`src/rtl/lock_level_pkg.sv`:
```
// lock_level_pkg: shared widths, output-mux select codes, dial direction
// codes and the per-dial command bundle used by lock_level and lock_dial.
package lock_level_pkg;

    localparam int W     = 5;  // datapath width
    localparam int NREG  = 8;  // scratch register-file depth
    localparam int NDIAL = 3;  // number of dials / keys

    // out5 mux select encodings
    typedef enum logic [2:0] {
        SEL_C1   = 3'd0,
        SEL_C2   = 3'd1,
        SEL_C3   = 3'd2,
        SEL_K1   = 3'd3,
        SEL_K2   = 3'd4,
        SEL_K3   = 3'd5,
        SEL_DX   = 3'd6,  // D1^D2^D3
        SEL_ZERO = 3'd7
    } out_sel_e;

    // {right,left} direction encodings
    localparam logic [1:0] DIR_UP  = 2'b10;
    localparam logic [1:0] DIR_DN  = 2'b01;
    localparam logic [1:0] DIR_CAP = 2'b11;

    // Per-dial command: clear beats load; dir only matters when load is set.
    typedef struct packed {
        logic       clr;
        logic       load;
        logic [1:0] dir;
    } dial_cmd_t;

endpackage

```
`src/rtl/lock_dial.sv`:
```
// lock_dial: one dial of the lock. A mod-32 up/down counter (cnt) plus a
// capture register (cap) that snapshots the counter on a capture command.
// Ports:
//   clk    - rising-edge clock
//   rst_n  - synchronous active-low reset
//   cmd    - clear / load / direction command for this edge
//   cnt    - current counter value (Cn)
//   cap    - captured dial value (Dn)
module lock_dial
    import lock_level_pkg::*;
(
    input  logic          clk,
    input  logic          rst_n,
    input  dial_cmd_t     cmd,
    output logic [W-1:0]  cnt,
    output logic [W-1:0]  cap
);

    logic [W-1:0] cnt_q, cnt_d;
    logic [W-1:0] cap_q, cap_d;

    always_comb begin
        cnt_d = cnt_q;
        cap_d = cap_q;
        if (cmd.clr) begin
            cnt_d = '0;
            cap_d = '0;
        end else if (cmd.load) begin
            // Counter arithmetic is W bits wide, so wrap at 0/31 is free.
            case (cmd.dir)
                DIR_UP:  cnt_d = cnt_q + 1'b1;
                DIR_DN:  cnt_d = cnt_q - 1'b1;
                DIR_CAP: cap_d = cnt_q;
                default: ;
            endcase
        end
    end

    always_ff @(posedge clk) begin
        if (!rst_n) begin
            cnt_q <= '0;
            cap_q <= '0;
        end else begin
            cnt_q <= cnt_d;
            cap_q <= cap_d;
        end
    end

    assign cnt = cnt_q;
    assign cap = cap_q;

endmodule

```
`src/rtl/lock_level.sv`:
```
// lock_level: three-dial combination lock datapath.
// Three lock_dial instances hold the dial counters/captures, an ALU derives
// three keys from A/B/C, a final check compares captures against keys and
// registers a match mask and the unlock result. An 8x5 scratch register
// file and an output mux provide debug visibility.
// Ports:
//   CLK, RST            - clock, synchronous active-low reset
//   LOAD                - final-check strobe
//   LOAD0               - key-load enable
//   LOAD1..LOAD3        - dial update enables
//   A, B, C             - key operands
//   rightN/leftN/ENN    - dial direction bits and clear
//   WR, regSel          - register-file write enable / address
//   outSel              - out5 mux select
//   out1..out3          - captured dials D1..D3
//   out4                - register-file read at regSel
//   out5                - mux output
//   out6                - match mask {00,m3,m2,m1}
//   res                 - unlock result
module lock_level
    import lock_level_pkg::*;
(
    input  logic          CLK,
    input  logic          RST,
    input  logic          LOAD,
    input  logic          LOAD0,
    input  logic          LOAD1,
    input  logic          LOAD2,
    input  logic          LOAD3,
    input  logic [W-1:0]  A,
    input  logic [W-1:0]  B,
    input  logic [W-1:0]  C,
    input  logic          right1,
    input  logic          left1,
    input  logic          EN1,
    input  logic          right2,
    input  logic          left2,
    input  logic          EN2,
    input  logic          right3,
    input  logic          left3,
    input  logic          EN3,
    input  logic          WR,
    input  logic [2:0]    regSel,
    input  logic [2:0]    outSel,
    output logic [W-1:0]  out1,
    output logic [W-1:0]  out2,
    output logic [W-1:0]  out3,
    output logic [W-1:0]  out4,
    output logic [W-1:0]  out5,
    output logic [W-1:0]  out6,
    output logic          res
);

    dial_cmd_t [NDIAL-1:0]         cmd;
    logic      [NDIAL-1:0][W-1:0]  cnt;
    logic      [NDIAL-1:0][W-1:0]  cap;

    logic      [NDIAL-1:0][W-1:0]  key_q, key_d;
    logic      [NDIAL-1:0]         mask_q, mask_d;
    logic                          res_q, res_d;
    logic      [NDIAL-1:0]         match;
    logic      [NREG-1:0][W-1:0]   rf_q, rf_d;
    logic      [W-1:0]             mux_out;

    // ---------------- dials ----------------
    assign cmd[0] = '{clr: EN1, load: LOAD1, dir: {right1, left1}};
    assign cmd[1] = '{clr: EN2, load: LOAD2, dir: {right2, left2}};
    assign cmd[2] = '{clr: EN3, load: LOAD3, dir: {right3, left3}};

    for (genvar i = 0; i < NDIAL; i++) begin : g_dial
        lock_dial u_dial (
            .clk   (CLK),
            .rst_n (RST),
            .cmd   (cmd[i]),
            .cnt   (cnt[i]),
            .cap   (cap[i])
        );
    end

    // ---------------- key ALU ----------------
    always_comb begin
        key_d = key_q;
        if (LOAD0) begin
            key_d[0] = A ^ B;
            key_d[1] = B - C;
            key_d[2] = A + C;
        end
    end

    // ---------------- final check ----------------
    // Uses the registered captures/keys, so a same-edge dial or key update
    // is only seen by the next LOAD.
    always_comb begin
        for (int i = 0; i < NDIAL; i++) begin
            match[i] = (cap[i] == key_q[i]);
        end
        mask_d = mask_q;
        res_d  = res_q;
        if (LOAD) begin
            mask_d = match;
            res_d  = &match;
        end
    end

    // ---------------- output mux ----------------
    always_comb begin
        mux_out = '0;
        case (out_sel_e'(outSel))
            SEL_C1:   mux_out = cnt[0];
            SEL_C2:   mux_out = cnt[1];
            SEL_C3:   mux_out = cnt[2];
            SEL_K1:   mux_out = key_q[0];
            SEL_K2:   mux_out = key_q[1];
            SEL_K3:   mux_out = key_q[2];
            SEL_DX:   mux_out = cap[0] ^ cap[1] ^ cap[2];
            SEL_ZERO: mux_out = '0;
            default:  mux_out = '0;
        endcase
    end

    // ---------------- scratch register file ----------------
    // Writes the pre-edge mux value, so it can snapshot any debug quantity.
    always_comb begin
        rf_d = rf_q;
        if (WR) begin
            rf_d[regSel] = mux_out;
        end
    end

    always_ff @(posedge CLK) begin
        if (!RST) begin
            key_q  <= '0;
            mask_q <= '0;
            res_q  <= 1'b0;
            rf_q   <= '0;
        end else begin
            key_q  <= key_d;
            mask_q <= mask_d;
            res_q  <= res_d;
            rf_q   <= rf_d;
        end
    end

    // ---------------- outputs ----------------
    assign out1 = cap[0];
    assign out2 = cap[1];
    assign out3 = cap[2];
    assign out4 = rf_q[regSel];
    assign out5 = mux_out;
    assign out6 = {{(W-NDIAL){1'b0}}, mask_q};
    assign res  = res_q;

endmodule

```
`config.mk`:
```
export PLATFORM = sky130hd
export DESIGN_NAME = lock_level
export DESIGN_NICKNAME = d
export VERILOG_FILES = /design/src/rtl/lock_level_pkg.sv /design/src/rtl/lock_dial.sv /design/src/rtl/lock_level.sv
export SDC_FILE = /design/constraint.sdc
export NUM_CORES = 1
export LEC_CHECK = 0
export ABC_AREA = 1
export BUFFER_PORTS_ARGS = -buffer_cell sky130_fd_sc_hd__buf_2
export CAP_MARGIN = 20
export CORE_ASPECT_RATIO = 1.5
export CORE_MARGIN = 2
export CORE_UTILIZATION = 53
export DETAILED_ROUTE_END_ITERATION = 12
export PLACE_DENSITY = 0.85
export SYNTH_ARGS = -nofsm -noshare
export SYNTH_HDL_FRONTEND = slang
export SYNTH_SLANG_ARGS = --single-unit
```
`constraint.sdc`:
```
create_clock -name CLK -period 1.4 [get_ports CLK]
set_input_delay 0.14 -clock CLK [delete_from_list [all_inputs] [get_ports CLK]]
set_output_delay 0.14 -clock CLK [all_outputs]
set_load 0.05 [all_outputs]
```
# --- Yosys cells after proc, flatten, opt, wreduce, memory -nomap -nowiden ---
# Cells that the tools add are included.
totals:
  reg_bits: 89
  inputBits: 38
  out_inout_bits: 31
  wordCells: 76
classes:
  addsub: 8
  n_lt_le_gt_ge: 2
  n_eq_ne: 19
  mux: 9
  bitwise_logic: 4
  reduce_logical: 15
op_table:
  columns: ["op", "n"]
  rows:
  - ["$bwmux 40", 1]
  - ["$pmux 5 s8", 1]
  - ["$pmux 5 s2", 3]
  - ["$add 5x1->5 const B", 3]
  - ["$bmux 5 s3", 1]
  - ["$demux 5 s3", 1]
  - ["$eq 5x5->1", 3]
  - ["$sub 5x1->5 const B", 3]
  - ["$xor 5x5->5", 3]
  - ["$eq 2x2->1 const B", 6]
  - ["$eq 3x3->1 const B", 4]
  - ["$reduce_and 2->1", 6]
  - ["$mux 5", 2]
  - ["$eq 2x1->1 const B", 3]
  - ["$eq 3x2->1 const B", 2]
  - ["$reduce_bool 2->1", 3]
  - ["$reduce_or 2->1", 3]
  - ["$add 5x5->5", 1]
  - ["$sub 5x5->5", 1]
  - ["$lt 3x4->1 const B", 1]
  - ["$eq 3x1->1 const B", 1]
  - ["$ge 3x1->1 const B", 1]
  - ["$logic_not 3->1", 1]
  - ["$reduce_and 3->1", 1]
  - ["2 further kinds", 2]

# --- Logic depth before layout (Yosys ltp) ---
# Gate-level depths: netlist (run 1).
depth:
  depth_word: 5
  mapped_depth: 12
  depth_no_buf: 12

# --- Cells and area by module ---
# From an unflattened synthesis (run 1), not the netlist that was laid out.
unflattened:
  cells_unflattened: 808
  area_unflattened_um2: 5341.4
by_module_without_submodules:
  columns: ["module", "n_inst", "cells_each", "area_each_um2", "seq_area_each_um2"]
  rows:
  - ["lock_level", 1, 556, 3599.7, 1181.1]
  - ["lock_dial", 3, 84, 580.6, 200.2]

# --- Least setup slack after synthesis (run 1) ---
# Ideal clock, no wire load.
synth_timing:
  kind: "reg2reg"
  from: "register g_dial[0].u_dial.cap_q[4]"
  to: "register rf_q[14] in the netlist's numbering"
  setup_ps: 117
  t_arrival_ps: 1564
  required_time_ps: 1283
  setup_slack_ps: -281
  path_stages_with_launch: 8
  n_path_buf: 0
  period_less_slack_ps: 1681
  cell_sequence: "dfxtp_1 > inv_1 > nand2_1 > nand3_1 > nand3_1 > nand4_4 > nor2_1 > nor2_1"
synth_between:
  elab_chain_cells: 4
synth_lines:
  columns: ["element", "line", "rtl"]
  rows:
  - ["start, declared", "lock_dial.sv:20", "logic [W-1:0] cap_q, cap_d;"]
  - ["start signal, assigned", "lock_dial.sv:45", "cap_q <= cap_d;"]
  - ["$xor 5x5->5 (2 in a row)", "lock_level.sv:115", "SEL_DX: mux_out = cap[0] ^ cap[1] ^ cap[2];"]
  - ["$pmux 5 s8", "lock_level.sv:108", "case (out_sel_e'(outSel))"]
  - ["via out5[4]", "lock_level.sv:49", "output logic [W-1:0] out5,"]
  - ["$bwmux 40", "lock_level.sv:126", "rf_d[regSel] = mux_out;"]
  - ["end signal, assigned", "lock_level.sv:140", "rf_q <= rf_d;"]
  - ["end, declared", "lock_level.sv:62", "logic [NREG-1:0][W-1:0] rf_q, rf_d;"]
# The timed path passes the listed nets, and every way through them passes these cells.
# A chain may end at the register's enable or synchronous reset.

# --- Final worst setup path (run 1) ---
layout_timing:
  from: "register g_dial[1].u_dial.cap_q[3]"
  to: "output out5[3]"
layout_between:
  elab_chain_cells: 3
layout_lines:
  columns: ["element", "line"]
  rows:
  - ["start, declared", "lock_dial.sv:20"]
  - ["start signal, assigned", "lock_dial.sv:45"]
  - ["$xor 5x5->5 (2 in a row)", "lock_level.sv:115"]
  - ["$pmux 5 s8", "lock_level.sv:108"]
  - ["end, declared", "lock_level.sv:49"]
# Every way passes these cells.

==> results of run 1 <==
## worst reg2reg max path, delay by kind of cell (launching register included)
| family | cells | cell delay (ns) |
|---|---|---|
| buffers and inverters | 2 | 0.18 |
| AO/OA/AOI/OAI | 1 | 0.13 |
| XOR/XNOR | 1 | 0.16 |
| AND/OR/NAND/NOR | 6 | 0.40 |
| adder cells (fa/ha/maj) | 1 | 0.19 |
| flip-flops | 1 | 0.36 |
## where the power goes
part           total (mW)  switching, mW  internal, mW  leakage [nW]
clock network        2.61           1.02          1.59         0.155
logic                1.48          0.893         0.589          2.54
registers            2.73          0.106          2.63         0.746
total                6.83           2.02          4.81          3.44
## cell usage in the layout, fill, tap and decap left out, types with 19 or more instances in the layout
cell type    n
buf_4       79
dfxtp_2     20
buf_2       56
dfxtp_1     54
nand4_1     20
a21oi_1     33
nor2_1     146
o21ai_0     76
nand2_1    110
nor2_2      31
nand3_1     20
ha_1        19
inv_1       82
## metrics by stage
stage / hold WS, ns / setup WS (ns)
after floorplan: 0.307 / 0.0364
after global placement: 0.449 / -0.0924
after detailed placement: 0.458 / -0.146
after CTS: 0.106 / -0.0886
after global routing: 0.124 / -0.209
final: 0.118 / -0.143
## kinds of logic (layout without fill, tap and decap cells)
| kind of cell | Yosys count | in the layout | synth area share (%) |
|---|---|---|---|
| AO/OA/AOI/OAI | 145 | 145 | 15.0 |
| XOR/XNOR | 25 | 25 | 4.18 |
| adder cells (fa/ha/maj) | 25 | 25 | 6.25 |
| buffers and inverters | 132 | 282 | 10.0 |
| flip-flops | 89 | 89 | 34.0 |
| other | 1 | 2 | 0.0715 |
| AND/OR/NAND/NOR | 368 | 368 | 30.5 |
## state kept, by name, summed over array words and instances, names as in the netlist
name               count
rf_q                  40
g_dial.u_dial.cap     15
g_dial.u_dial.cnt     15
key_q                 15
mask_q                 3
res                    1
## what timing repair did
action | CTS | global route
gates resized for setup | 73 | 87
pin swaps | 18 | 35
buffers inserted | 18 | 11
endpoints found under the setup margin | 12 | 49
## cell type report
class | count | area (um^2)
multi-input cells | 565 | 3240
clock buffers | 15 | 289
fillers | 651 | 2480
clock inverters | 1 | 30.0
flip-flops and latches | 89 | 1860
inverters | 110 | 430
repair buffers | 156 | 1160
well taps | 115 | 144
## per-layer routing
| layer | vias to the layer above | routed length, um | GRT usage (%) |
|---|---|---|---|
| met4 | 0 | 1150 | 17.4 |
| met5 | - | 0 | 0 |
| met1 | 2707 | 6050 | 31.0 |
| met3 | 98 | 1190 | 5.37 |
| li1 | 2814 | - | - |
| met2 | 340 | 8920 | 53.3 |
## worst max path at each step
stage               cells past startpoint                                 start                              endpoint  slack, ns
detailed placement                     13                                right3  g_dial[2].u_dial.cnt[4]$_SDFFE_PP0P_      -0.15
CTS                                     5  g_dial[2].u_dial.cnt[2]$_SDFFE_PP0P_                               out5[2]      -0.09
floorplan                               7  g_dial[0].u_dial.cap[4]$_SDFFE_PP0P_                 rf_q[14]$_SDFFE_PN0P_       0.04
finish                                  6  g_dial[1].u_dial.cap[3]$_SDFFE_PP0P_                               out5[3]      -0.14
global placement                       13                                right1  g_dial[0].u_dial.cnt[4]$_SDFFE_PP0P_      -0.09
global route                           11  g_dial[2].u_dial.cnt[1]$_SDFFE_PP0P_  g_dial[2].u_dial.cnt[4]$_SDFFE_PP0P_      -0.21
==> impl_metrics.toml, run 1 <==
[outcome]
outcome = "complete, but fails checks"
violations = "negative setup slack"

[worst_hold_path]
min_to = "key_q[5]$_SDFFE_PN0P_"
hp-start = "C[0]"
min_path_type = "primary input to flop"
hold_depth = 3

[floorplanning]
die_h_um = 126
core_area_um2 = 9630
start_util_pct = 54.4
floorplan.die.width_um = 85.2
dieArea_um2 = 10700
fp-row-count = 44
ios = 69

[grt]
grt-ovfl-total = 0
antenna_found_initial = 0
grt.total_usage_pct = 29.4
grt_max_degree = 48
grt_pass1_wl_um = 25400
grt_pass1_vias = 5522

[clock_network]
root_buffer = "clkbuf_16"
clockBufferDepth = 2
cts_sinks = 89
h-tree-depth = 3
cts_buffers = 9
clock_latency_ns = 0.35
cts_tree = "built"
ctsHoldBuffers = 0
path_clk_slew_ns = 0.07

[cells_and_area]
post-route-util_pct = 74.3
diodes = 0
final_nets = 994
drive_gt1_share_pct = 33.8
stdcell_count = 1051
area_delta_synth_final_pct = 36.5
fin_area_um2 = 7160

[worst_setup_path]
r2r_start = "g_dial[2].u_dial.cnt[1]$_SDFFE_PP0P_"
crit_fanout = 4
rrSetupSlack_ns = -0.09
cp.arrival_ns = 1.40
crit_path_cell_trace = "inv_2 -> nand2_2 -> nand3_2 -> nand3_2 -> nand4_4 -> buf_8"
r2r_cells = 11
cp-end-kind = "output port"
critPathLaunchType = "flop"
r2r-end = "g_dial[2].u_dial.cnt[4]$_SDFFE_PP0P_"
critPathBufInv = 2
critPathKind = "flop to output port"
cp.required_ns = 1.26
cpLargestDelayFamily = "simple AND/OR/NAND/NOR gates"
crit_top_cell = "nand3_2"
cpPeakStageDelay_ns = 0.38
slowest_stage = "dfxtp_4"

[synth]
yosys_warnings = 0
syn_area_um2 = 5240
synth_enable_flop_cells = 0
yosysMostFrequentCell = "nor2_1"
synth_top_area_cell = "dfxtp_1"
synth_ff_type = "dfxtp_1"
synth_cells = 785
ys_ff_latch = 89
yosys.area.top_type_share_pct = 34.0
ys_seq_area_share_pct = 34.0
syn_avg_cell_area_um2 = 6.68
netlist-cell-type-count = 36
yosys-top-cells-count = "171 x nor2_1, 127 x nand2_1, 93 x inv_1, 90 x o21ai_0, 89 x dfxtp_1"
async_flop_share_pct = 0
ys_top_cells_by_area = "dfxtp_1 34%, nor2_1 12%, nand2_1 9.1%"

[placed_design]
dpl.hpwl_um = 11200
placed_cells = 1006
place_area_um2 = 6180
numPortBuffers = 66
gp_congestion = 0.956

[sta]
slew_viol_final = 0
finalCriticalPeriod_ns = 1.54
max_freq_mhz = 648
setup-tns-final_ns = -1.02
setup_viol = 21
period_share_pct = 110
finalWorstSetupSlack_ns = -0.143
skew_ns = 0.0102
hold_viol = 0
rsz0062_at_grt = "yes"

[power_and_ir_drop]
total_power_mw = 6.83
power.density_nw_per_um2 = 954
max-vdd-ir-drop_v = 0.000763
power_leakage_nw = 3.44

[route]
wl_um = 17300
vias_per_cell = 5.67
first_pass_iters = 6
drc = 0
drt_iter0_markers = 455
dr_total_vias = 5959
wire_per_inst_um = 16.5
drtAntennaViolNets = 0

[job]
maxCapViolCount = 0
Note: power is estimated with default switching activity, not from simulation.
==> run 2, diff against run 1 <==
--- a/config.mk
+++ b/config.mk
@@ -6,13 +6,13 @@
 export NUM_CORES = 1
 export LEC_CHECK = 0
 export ABC_AREA = 1
-export BUFFER_PORTS_ARGS = -buffer_cell sky130_fd_sc_hd__buf_2
 export CAP_MARGIN = 20
 export CORE_ASPECT_RATIO = 1.5
 export CORE_MARGIN = 2
-export CORE_UTILIZATION = 53
+export CORE_UTILIZATION = 58
 export DETAILED_ROUTE_END_ITERATION = 12
-export PLACE_DENSITY = 0.85
+export DONT_BUFFER_PORTS = 1
+export PLACE_DENSITY = 0.84
 export SYNTH_ARGS = -nofsm -noshare
 export SYNTH_HDL_FRONTEND = slang
 export SYNTH_SLANG_ARGS = --single-unit
==> impl_metrics.toml, run 2 (synthesis results as in run 1) <==
[job]
maxCapViolCount = 0

[floorplanning]
start_util_pct = 59.4
dieArea_um2 = 9830
die_h_um = 120
fp-row-count = 42
core_area_um2 = 8830
ios = 69
floorplan.die.width_um = 81.6

[clock_network]
cts_buffers = 9
h-tree-depth = 3
path_clk_slew_ns = 0.06
cts_sinks = 89
cts_tree = "built"
root_buffer = "clkbuf_16"
clock_latency_ns = 0.35
clockBufferDepth = 2

[grt]
grt_pass1_wl_um = 24800
antenna_found_initial = 0
grt_pass1_vias = 5556
grt-ovfl-total = 0
grt_max_degree = 47
grt.total_usage_pct = 32.8

[cells_and_area]
largest-register = "rf_q"
largest_reg_flops = 40
diodes = 0
n_fill_cell = 601
drive_gt1_share_pct = 26.2
final_common_cell = "nor2_1"
multi_input_area_um2 = 3190
area_delta_synth_final_pct = 25.6
final_cell_mix = "157 x nor2_1, 113 x nand2_1, 79 x inv_1"
final_nets = 913
regArea_um2 = 1860

[worst_setup_path]
critPathLaunchType = "flop"
critPathLaunch = "g_dial[1].u_dial.cnt[3]$_SDFFE_PP0P_"
cp-end-kind = "output port"
crit_path_end = "out5[3]"
critPathKind = "flop to output port"
r2r_cells = 10
cp.arrival_ns = 1.39
cp.required_ns = 1.26
rrSetupSlack_ns = -0.04
crit_fanout = 3
r2r_start = "g_dial[1].u_dial.cnt[1]$_SDFFE_PP0P_"
r2r-end = "g_dial[1].u_dial.cnt[4]$_SDFFE_PP0P_"

[route]
vias_per_cell = 5.88
dr_total_vias = 5671
wire_per_inst_um = 16.9
drt_iter0_markers = 422
drc = 0
drtAntennaViolNets = 0
first_pass_iters = 5
wl_um = 16300

[sta]
finalWorstSetupSlack_ns = -0.129
period_share_pct = 109
hold_viol = 0
max_freq_mhz = 654
setup_viol = 16
finalCriticalPeriod_ns = 1.53
skew_ns = 0.00838
slew_viol_final = 0
setup-tns-final_ns = -0.810
worst_slew_pin_slew_ns = 0.548
slew_headroom_pct = 63.4
rsz0062_at_grt = "yes"

[placed_design]
gp_congestion = 0.945
numPortBuffers = 0
dpl.hpwl_um = 10800

[power_and_ir_drop]
power.density_nw_per_um2 = 1000
max-vdd-ir-drop_v = 0.000749
total_power_mw = 6.59
power_leakage_nw = 3.05

[worst_hold_path]
min_path_type = "primary input to flop"

[outcome]
violations = "negative setup slack"
outcome = "complete, but fails checks"
## run 2: cell types whose count changed in the layout (fill, tap and decap cells not counted), moves of 4 or more
cell,previous run,this run
buf_4,79,59
inv_2,18,22
o21ai_1,9,16
nor2_2,31,20
nor2_1,146,157
nand2_2,15,11
dfxtp_2,20,24
buf_2,56,0
buf_6,12,7
o21ai_2,6,1
## run 2: per-layer routing
metal  global-route usage [%]  up-vias  share of wire, %
li1                         -     2644                 -
met1                     31.4     2586                34
met2                     58.2      313                51
met3                     7.54      128               7.1
met4                     25.1        0               8.6
met5                        0        -                 0
## run 2: layout make-up
class	count	share of cell area, %
multi-input cells	565	48.4
well taps	110	2.09
inverters	110	6.50
clock buffers	10	3.48
repair buffers	75	9.83
clock inverters	6	1.39
flip-flops and latches	89	28.3
## run 2: worst min path at each step
stage / start / endpoint / slack (ns) / cells after the start
floorplan: LOAD / mask_q[0]$_SDFFE_PN0P_ / 0.31 / 2
global placement: LOAD0 / key_q[5]$_SDFFE_PN0P_ / 0.23 / 1
detailed placement: LOAD0 / key_q[5]$_SDFFE_PN0P_ / 0.23 / 1
CTS: LOAD0 / key_q[11]$_SDFFE_PN0P_ / 0.002 / 2
global route: LOAD0 / key_q[11]$_SDFFE_PN0P_ / 0.02 / 2
finish: LOAD0 / key_q[11]$_SDFFE_PN0P_ / 0.003 / 2
## run 2: worst max-delay path, stage by stage (launching register included)
cell     delay, ns
dfxtp_1       0.37
inv_1         0.08
nor2_1        0.22
nor2_4        0.08
nand4_4       0.13
buf_8         0.16
## run 2: where the power goes
group | switching (mW) | internal, mW
Combinational | 0.786 | 0.461
Sequential | 0.113 | 2.63
Clock | 1.03 | 1.57
Total | 1.93 | 4.66
## run 2: stage by stage
step                worst slack (ns)  instances  util (%)  area [um^2]  hold slack, ns
floorplan                     0.0364        786         -         5320           0.307
global placement            -0.00295        917      64.2         5670           0.232
detailed placement            -0.174        917      64.2         5670           0.235
CTS                          -0.0861        960      71.9         6350         0.00217
global route                  -0.176        965      74.6         6580          0.0198
finish                        -0.129        965      74.6         6580         0.00309
## run 2: what timing repair did
action | in CTS | in global routing
hold buffers | 4 | 0
endpoints found under the hold margin | 48 | 0
setup endpoints to repair | 12 | 24
gates resized for setup | 68 | 68
buffers inserted | 23 | 5
pin swaps | 20 | 44
==> run 3, diff against run 2 <==
--- a/config.mk
+++ b/config.mk
@@ -9,7 +9,7 @@
 export CAP_MARGIN = 20
 export CORE_ASPECT_RATIO = 1.5
 export CORE_MARGIN = 2
-export CORE_UTILIZATION = 58
+export CORE_UTILIZATION = 60
 export DETAILED_ROUTE_END_ITERATION = 12
 export DONT_BUFFER_PORTS = 1
 export PLACE_DENSITY = 0.84
==> constraint.sdc (replaced) <==
create_clock -name CLK -period 1.6 [get_ports CLK]
set_input_delay 0.16 -clock CLK [delete_from_list [all_inputs] [get_ports CLK]]
set_output_delay 0.16 -clock CLK [all_outputs]
set_load 0.05 [all_outputs]
==> impl_metrics.toml, run 3 (synthesis results as in run 1) <==
[route]
wl_um = 14900
first_pass_iters = 7
drc = 0
drtAntennaViolNets = 0
drt_iter0_markers = 349
wire_per_inst_um = 16.0
dr_total_vias = 5234
vias_per_cell = 5.62

[floorplanning]
dieArea_um2 = 9510
core_area_um2 = 8460
start_util_pct = 61.9
fp-row-count = 41
die_h_um = 118
floorplan.die.width_um = 80.3
ios = 69

[cells_and_area]
area_delta_synth_final_pct = 16.0
drive_gt1_share_pct = 13.9
largest-register = "rf_q"
fin_area_um2 = 6080
post-route-util_pct = 71.8
final_cell_mix = "171 x nor2_1, 127 x nand2_1, 89 x o21ai_0"
diodes = 0
largest_reg_flops = 40
final_common_cell = "nor2_1"
final_nets = 883
stdcell_count = 932

[grt]
grt.total_usage_pct = 32.4
antenna_found_initial = 0
grt_pass1_wl_um = 24000
grt_pass1_vias = 5127
grt_max_degree = 47
grt-ovfl-total = 0

[sta]
finalWorstSetupSlack_ns = -0.000939
period_share_pct = 100
max_freq_mhz = 625
setup-tns-final_ns = -0.000939
finalCriticalPeriod_ns = 1.60
rsz0062_at_grt = "yes"
slew_viol_final = 0
slew_headroom_pct = 62.6
hold_viol = 0
skew_ns = 0.00700
setup_viol = 1
fin_worst_hold_slack_ns = 0.00488
worst_slew_pin_slew_ns = 0.561

[power_and_ir_drop]
swShare_pct = 28.1
max-vdd-ir-drop_v = 0.000649
power.density_nw_per_um2 = 960
combPwrFrac_pct = 17.0
power_leakage_nw = 2.89
power.internal_mw = 4.20
power_frac_clock_pct = 41.9
p_seq_share_pct = 41.1
p_sw_mw = 1.64

[worst_setup_path]
cp-end-kind = "output port"
cp.required_ns = 1.44
critPathKind = "flop to output port"
cp.arrival_ns = 1.44
critPathLaunchType = "flop"
crit_fanout = 4

[clock_network]
clock_latency_ns = 0.35
h-tree-depth = 3
path_clk_slew_ns = 0.06
cts_sinks = 89
clockBufferDepth = 2
cts_tree = "built"
root_buffer = "clkbuf_16"
cts_buffers = 9

[placed_design]
numPortBuffers = 0
dpl.hpwl_um = 10900
place_area_um2 = 5600
gp_congestion = 0.957
placed_cells = 905

[outcome]
violations = "negative setup slack"
outcome = "complete, but fails checks"

[worst_hold_path]
min_path_type = "primary input to flop"

[job]
maxCapViolCount = 0
[run 3: final cells by class]
cell class,count,area (um^2)
Clock inverter,6,115
Tap cell,107,134
Inverter,110,413
Sequential cell,89,1810
Multi-Input combinational cell,565,2960
Clock buffer,10,229
Fill cell,677,2380
Timing Repair Buffer,45,418
[run 3: metal layers]
layer | vias up | track usage [%] | part of all wire [%]
met5 | - | 0 | 0
met4 | 0 | 20.3 | 5.9
met1 | 2372 | 33.5 | 36
met2 | 224 | 57.0 | 51
met3 | 64 | 7.25 | 6.9
li1 | 2574 | - | -
[run 3: repair_timing]
| item | in CTS | in global routing |
|---|---|---|
| endpoints found under the hold margin | 47 | 0 |
| endpoints found under the setup margin | 5 | 7 |
| pin swaps | 5 | 1 |
| hold buffers | 3 | 0 |
| setup buffers | 5 | 3 |
| gates resized for setup | 2 | 18 |
[run 3: critical path: stages, from the launching register on]
cell     delay, ns
dfxtp_1       0.44
nand4_1       0.14
nand2_1       0.15
inv_2         0.06
nand4_4       0.14
buf_12        0.15
[run 3: final timing paths]
kind | start | end | slack [ns] | cells after the start
setup / recovery | key_q[10]$_SDFFE_PN0P_ | out5[0] | -0.0009 | 5
hold / removal | LOAD | res$_SDFFE_PN0P_ | 0.005 | 3
hold reg to reg | g_dial[0].u_dial.cap[2]$_SDFFE_PP0P_ | g_dial[0].u_dial.cap[2]$_SDFFE_PP0P_ | 0.49 | 2
setup reg to reg | g_dial[0].u_dial.cnt[1]$_SDFFE_PP0P_ | g_dial[0].u_dial.cnt[4]$_SDFFE_PP0P_ | 0.11 | 10
[run 3: stage by stage]
step	power [mW]	setup slack, ns
global placement	3.33	0.201
global route	6.02	-0.0677
CTS	5.82	0.00362
floorplan	3.13	0.0563
finish	5.84	-0.000939
detailed placement	3.36	0.101
[run 3: power groups by stage]
| stage | clock [mW] | sequential [mW] | combinational [mW] |
|---|---|---|---|
| global route | 2.53 | 2.41 | 1.09 |
| CTS | 2.45 | 2.40 | 0.969 |
| floorplan | 0 | 2.47 | 0.658 |
| global placement | 0 | 2.45 | 0.882 |
| detailed placement | 0 | 2.45 | 0.911 |
| finish | 2.44 | 2.40 | 0.993 |
